File: src/rtl/mc_decade_counter.sv
// Single-clock digit-counter chain with limited MSD, sticky overrange,
// display latch and one-hot multiplexed digit scan-out.
module mc_decade_counter #(
    parameter int DIGITS   = 4,
    parameter int MODE     = 0,
    parameter int MSD_MAX  = 1,
    parameter int SCAN_DIV = 4
) (
    input  logic                  cp,
    input  logic                  r,
    input  logic                  en,
    input  logic                  clr,
    input  logic                  latch,
    output logic [4*DIGITS-1:0]   cnt,
    output logic [4*DIGITS-1:0]   q,
    output logic                  ovr,
    output logic                  carry,
    output logic [DIGITS-1:0]     ds,
    output logic [3:0]            dq
);

    localparam int              W        = 4 * DIGITS;
    localparam int              DIV_W    = (SCAN_DIV > 1) ? $clog2(SCAN_DIV) : 1;
    localparam logic [3:0]      DIG_MAX  = (MODE != 0) ? 4'd15 : 4'd9;
    localparam logic [3:0]      MSD_LIM  = 4'(MSD_MAX);
    localparam logic [DIV_W-1:0] DIV_LAST = DIV_W'(SCAN_DIV - 1);
    localparam logic [DIGITS-1:0] DS_MSD = {1'b1, {(DIGITS-1){1'b0}}};

    logic [W-1:0]       cnt_q, cnt_d, q_q, q_d, inc_cnt;
    logic               ovr_q, ovr_d, carry_q, carry_d;
    logic [DIGITS-1:0]  ds_q, ds_d;
    logic [DIV_W-1:0]   div_q, div_d;
    logic               ripple, wrap, div_term;
    logic [3:0]         dig, lim;

    // Ripple-carry increment: a digit rolls only while every lower digit rolled.
    always_comb begin
        inc_cnt = '0;
        ripple  = 1'b1;
        dig     = '0;
        lim     = '0;
        for (int k = 0; k < DIGITS; k++) begin
            dig = cnt_q[4*k +: 4];
            lim = (k == DIGITS-1) ? MSD_LIM : DIG_MAX;
            if (!ripple) begin
                inc_cnt[4*k +: 4] = dig;
            end else if (dig == lim) begin
                inc_cnt[4*k +: 4] = 4'd0;
            end else begin
                inc_cnt[4*k +: 4] = dig + 4'd1;
                ripple            = 1'b0;
            end
        end
        wrap = ripple;
    end

    always_comb begin
        cnt_d   = cnt_q;
        ovr_d   = ovr_q;
        carry_d = 1'b0;
        if (clr) begin
            cnt_d = '0;
            ovr_d = 1'b0;
        end else if (en) begin
            cnt_d = inc_cnt;
            if (wrap) begin
                ovr_d   = 1'b1;
                carry_d = 1'b1;
            end
        end
        q_d = latch ? cnt_q : q_q;
    end

    // Scan rotates toward the LSD, wrapping back to the MSD.
    always_comb begin
        div_term = (div_q == DIV_LAST);
        div_d    = div_term ? '0 : div_q + 1'b1;
        ds_d     = ds_q;
        if (div_term) begin
            if (DIGITS > 1) ds_d = {ds_q[0], ds_q[DIGITS-1:1]};
        end
    end

    always_ff @(posedge cp) begin
        if (r) begin
            cnt_q   <= '0;
            q_q     <= '0;
            ovr_q   <= 1'b0;
            carry_q <= 1'b0;
            ds_q    <= DS_MSD;
            div_q   <= '0;
        end else begin
            cnt_q   <= cnt_d;
            q_q     <= q_d;
            ovr_q   <= ovr_d;
            carry_q <= carry_d;
            ds_q    <= ds_d;
            div_q   <= div_d;
        end
    end

    always_comb begin
        dq = '0;
        for (int k = 0; k < DIGITS; k++) begin
            if (ds_q[k]) dq = q_q[4*k +: 4];
        end
    end

    assign cnt   = cnt_q;
    assign q     = q_q;
    assign ovr   = ovr_q;
    assign carry = carry_q;
    assign ds    = ds_q;

endmodule

File: config.mk
export PLATFORM = sky130hd
export DESIGN_NAME = mc_decade_counter
export DESIGN_NICKNAME = d
export VERILOG_FILES = /design/src/rtl/mc_decade_counter.sv
export SDC_FILE = /design/constraint.sdc
export NUM_CORES = 1
export LEC_CHECK = 0
export ABC_AREA = 0
export BUFFER_PORTS_ARGS = -buffer_cell sky130_fd_sc_hd__buf_2
export CAP_MARGIN = 20
export CORE_ASPECT_RATIO = 0.8
export CORE_MARGIN = 5
export CORE_UTILIZATION = 50
export DETAILED_ROUTE_END_ITERATION = 8
export PLACE_DENSITY = 0.76
export SYNTH_ARGS = -nofsm -noshare
export SYNTH_HDL_FRONTEND = slang
export SYNTH_SLANG_ARGS = --single-unit
File: constraint.sdc
create_clock -name cp -period 1.56 [get_ports cp]
set_input_delay 0.156 -clock cp [delete_from_list [all_inputs] [get_ports cp]]
set_output_delay 0.156 -clock cp [all_outputs]
set_load 0.005 [all_outputs]
# == Word-level counts from Yosys, hierarchy flattened ==
# Cells that the tools add are included.
# word_totals
regBits,40
# op_classes
add_sub_neg,5
eq_ne,5
mux,16
n_bitwise,1
reduce_logical,7
# ops
operator,count
2-to-1 mux 4 bit,8
adder 4 x 1 -> 4 bit (second input constant),4
== test 4 bit (second input constant),3
2-to-1 mux 1 bit,8
AND reduction 2 bit,4
== test 4 x 1 -> 1 bit (second input constant),1
OR reduction 2 bit,2
OR reduction 3 bit,1
adder 2 x 1 -> 2 bit (second input constant),1
== test 2 bit (second input constant),1
inverter 1 bit,1

# == Depth between registers and ports, before layout ==
# logic_depth
depth_word,6
mapped_depth,6

# == Worst setup path after synthesis ==
# OpenSTA, ideal clock, no wires.
# synth_timing
kind,register -> register
start,"register cnt_q[1], in the netlist cnt[1]"
end,"register cnt_q[13], in the netlist cnt[13]"
arrival_time_ps,1397
required_ps,1494
setup_slack_ps,96
stages_incl_launch_ff,7
n_path_buf,2
period_less_slack_ps,1464
path_cell_list,dfxtp_1 -> buf_6 -> and4b_1 -> buf_6 -> nand4_4 -> or3_1 -> a21oi_2
# synth_between
elab_chain_len,5
# synth_rtl
element,line_no,text
from (decl),29,"logic [W-1:0] cnt_q, cnt_d, q_q, q_d, inc_cnt;"
from (signal assigned),93,cnt_q <= cnt_d;
== test 4 bit,47,end else if (dig == lim) begin
2-to-1 mux 1 bit,47,
2-to-1 mux 1 bit (2 in series),45,if (!ripple) begin
AND reduction 2 bit (no line),n/a,
# Every way passes these cells.
# A chain may end at the register's enable or synchronous reset.

# == Worst setup path in the final report ==
# layout_timing
start,"register ds_q[1], in the netlist ds[1]"
end,output port dq[1]
# layout_between
elab_chain_len,3
# layout_rtl
element,line_no,text
from (decl),31,"logic [DIGITS-1:0] ds_q, ds_d;"
from (signal assigned),97,ds_q <= ds_d;
2-to-1 mux 4 bit (3 in series),105,if (ds_q[k]) dq = q_q[4*k +: 4];
to (decl),19,output logic [3:0] dq
# Every way passes these cells.

==> metrics.txt <==
status=finished, final reports clean; Pre-antenna DRT Iters=4; Top FF cell, synth=dfxtp_1; Max IR drop VDD=0.407 mV; largest net degree at the start of global routing=24; share of the synthesized area in the top cell type=45.6%; die area=between 0.004 and 0.005 sq mm; Worst Setup Path Type=reg -> out; CTS Hold Bufs=0; Post-Syn Area per Cell=9.02 sq um; Iter 0 DRT Violations=115; Arr. time, crit path=1.31 ns; number of remaining DRC errors=0; number of distinct library cells after synthesis=34; YS warnings=0; die width=76.3 microns; pre-CTS WS=0.0444 ns; Post-Synth Simple-Gate Area=between 20 and 25%; Critical Path Fanout Max=6; final core utilization=roughly 65%; crit-path most repeated cell=a21oi_1; initial antenna violation count=0; routed wire length per instance=about 14 microns; Final nets=256; count leader, synth=dfxtp_1; post-DP HPWL=2960 microns; Req. time, crit path=between 1 and 1.5 ns; final non-filler cell total=293; Gate Count Post-Synth=195; Final period util=93.9%; Leakage=about 0.0010 uW; Initial Util=51.7%; first-pass GRT wire length=6980 microns; Final Hold Viols=0; core area=0.00340 sq mm; Post-Place Cells=283; CTS tree=built; Critical Path End Type=primary output; syn_nets=201; Slew Viols, Final=0; Post-Synth Adder-Cell Area=0.712%; Synth Area in XOR/XNOR=3.49%; Placer Congestion=0.773; Final min period=1.46 ns; TritonCTS Buffers=5; Top delay family on crit path=flip-flops; Port Buf Inserts=46; Setup Skew=0.00336 ns; Power Total=between 1500 and 2000 uW; most instantiated cells after synthesis=40 x dfxtp_1, 29 x nor2_1, 20 x mux2i_1; worst hold-check path type=in -> reg; Routed WL=4180 microns; layout cells sized above 1=around a third; Worst-Margin Slew=around 0.5 ns; Synth Register Bits=40; Inserted Diodes=0; clk sinks=40; die height=~63 microns; area of the multi-input gates=around 900 sq um; Power per Cell Area=829 mW/mm^2; Reg area=about 800 sq um; H-tree depth=2; Slew HR=66.7%; # rows=19; setup ws final=0.0954 ns; Setup TNS=0 ns; RSZ-0062 raised after global routing=yes; fraction of synthesized area in multiplexers=11.4%; worst path cell trace=nand3b_1, a21oi_1, a21oi_1, o21ai_0, buf_2; compound-gate portion of the synthesized area=around a tenth; crit-path max cell delay=0.37 ns; async set-reset flop share out of synthesis=0%; Layout area overhead=26.1%; critical path startpoint category=register; IO Count=47; total vias in the final route=1533; gr usage total=18.1%; Synth area leaders=dfxtp_1 46%, mux2i_1 11%, nor2_1 6.2%, a21oi_1 4.8%, nand2_1 3.2%; mapped cell area=0.00176 sq mm; Fill cells=297; worst skew pair latency=approximately 0.29 ns; Vias/cell=5.23; Worst-path clk slew=0.07 ns; worst path bufs/invs=1; vias in the first global route=1471; clock root cell=clkbuf_8; Fmax achieved=0.683 GHz; post-route ant nets=0; final setup fails=0; combinational family with the most area after synthesis=simple AND/OR/NAND/NOR gates; Max Cap Viol=0; Post-synth EDFFs=0; slowest stage cell on the critical path=dfxtp_4; remaining global-route overflow=0; Yosys top cell by area=dfxtp_1; CTS Buffer Depth=2; sequential-to-total area share from yosys stat=between 40% and 50%
[what timing repair did]
item,CTS,global route
endpoints found under the setup margin,4,11
resized for setup,2,16
pin swaps,0,5
setup buffers,0,2
cloned,0,0
[final cells by class]
cell class / instances / area share, %
inverters: 2 / 0.339
multi-input cells: 139 / 40.7
well taps: 42 / 2.37
clock buffers: 8 / 4.06
flip-flops and latches: 40 / 36.4
repair buffers: 62 / 16.1
[cells by family (layout without fill, tap and decap cells)]
family / count (synthesis) / after routing
AOI/OAI and AO/OA: 30 / 30
xor gates and xnor gates: 7 / 7
adders and majority gates: 1 / 1
buffers and inverters: 16 / 72
DFF: 40 / 40
muxes: 20 / 20
and+or+nand+nor: 81 / 81
[cell usage in the layout (no fill, tap or decap), drive strengths merged]
cell	n
nor4	1
or2	1
mux2i	20
o21ai	8
and4b	1
and4bb	2
a21oi	18
inv	2
xnor2	2
buf	62
nand4	4
ha	1
nor2b	6
xor2	5
clkbuf	8
nand3	3
and2b	1
and3b	2
o21a	1
or3	5
nand2	15
nor2	29
a211o	1
nand3b	4
nor3b	4
nor3	2
dfxtp	40
o32ai	1
a31oi	1
and2	1
[state kept, by name, summed over array words and instances, names as in the netlist]
| register | cells |
|---|---|
| cnt | 16 |
| q | 16 |
| ds | 4 |
| div_q | 2 |
| carry | 1 |
| ovr | 1 |
[worst paths after layout]
check	start	end	slack (ns)	cells after the start
hold / removal	en	cnt[0]	0.15	3
hold reg to reg	div_q[0]	div_q[0]	0.43	1
setup reg to reg	cnt[1]	cnt[13]	0.11	4
setup / recovery	ds[1]	dq[1]	0.1	5
[report_power, final]
group / switching (uW) / internal (uW) / leakage (uW) / total, uW
Combinational: 50.0 / 39.6 / 0.000643 / 89.7
Sequential: 16.9 / 1030 / 0.000325 / 1050
Clock: 338 / 360 / 0.0000455 / 698
[per-stage QoR]
step                instance area (sq um)  hold slack (ns)
floorplan                            1760            0.232
global placement                     2070            0.416
detailed placement                   2070            0.424
CTS                                  2170            0.147
global route                         2220            0.177
finish                               2220            0.153
[routing by layer]
layer	wire length (microns)	up-vias	part of all wire, %	GRT usage [%]
li1	-	777	-	-
met1	1940	710	46	23.0
met2	1880	38	45	27.1
met3	251	8	6.0	5.33
met4	102	0	2.4	10.7
met5	0	-	0	0
[worst register-to-register path, delay by kind of cell, from the launching register on]
family | cells | cell delay [ns]
AO/OA/AOI/OAI | 1 | 0.13
AND/OR/NAND/NOR | 3 | 0.94
flip-flops | 1 | 0.31
Note: power is estimated with default switching activity, not from simulation.
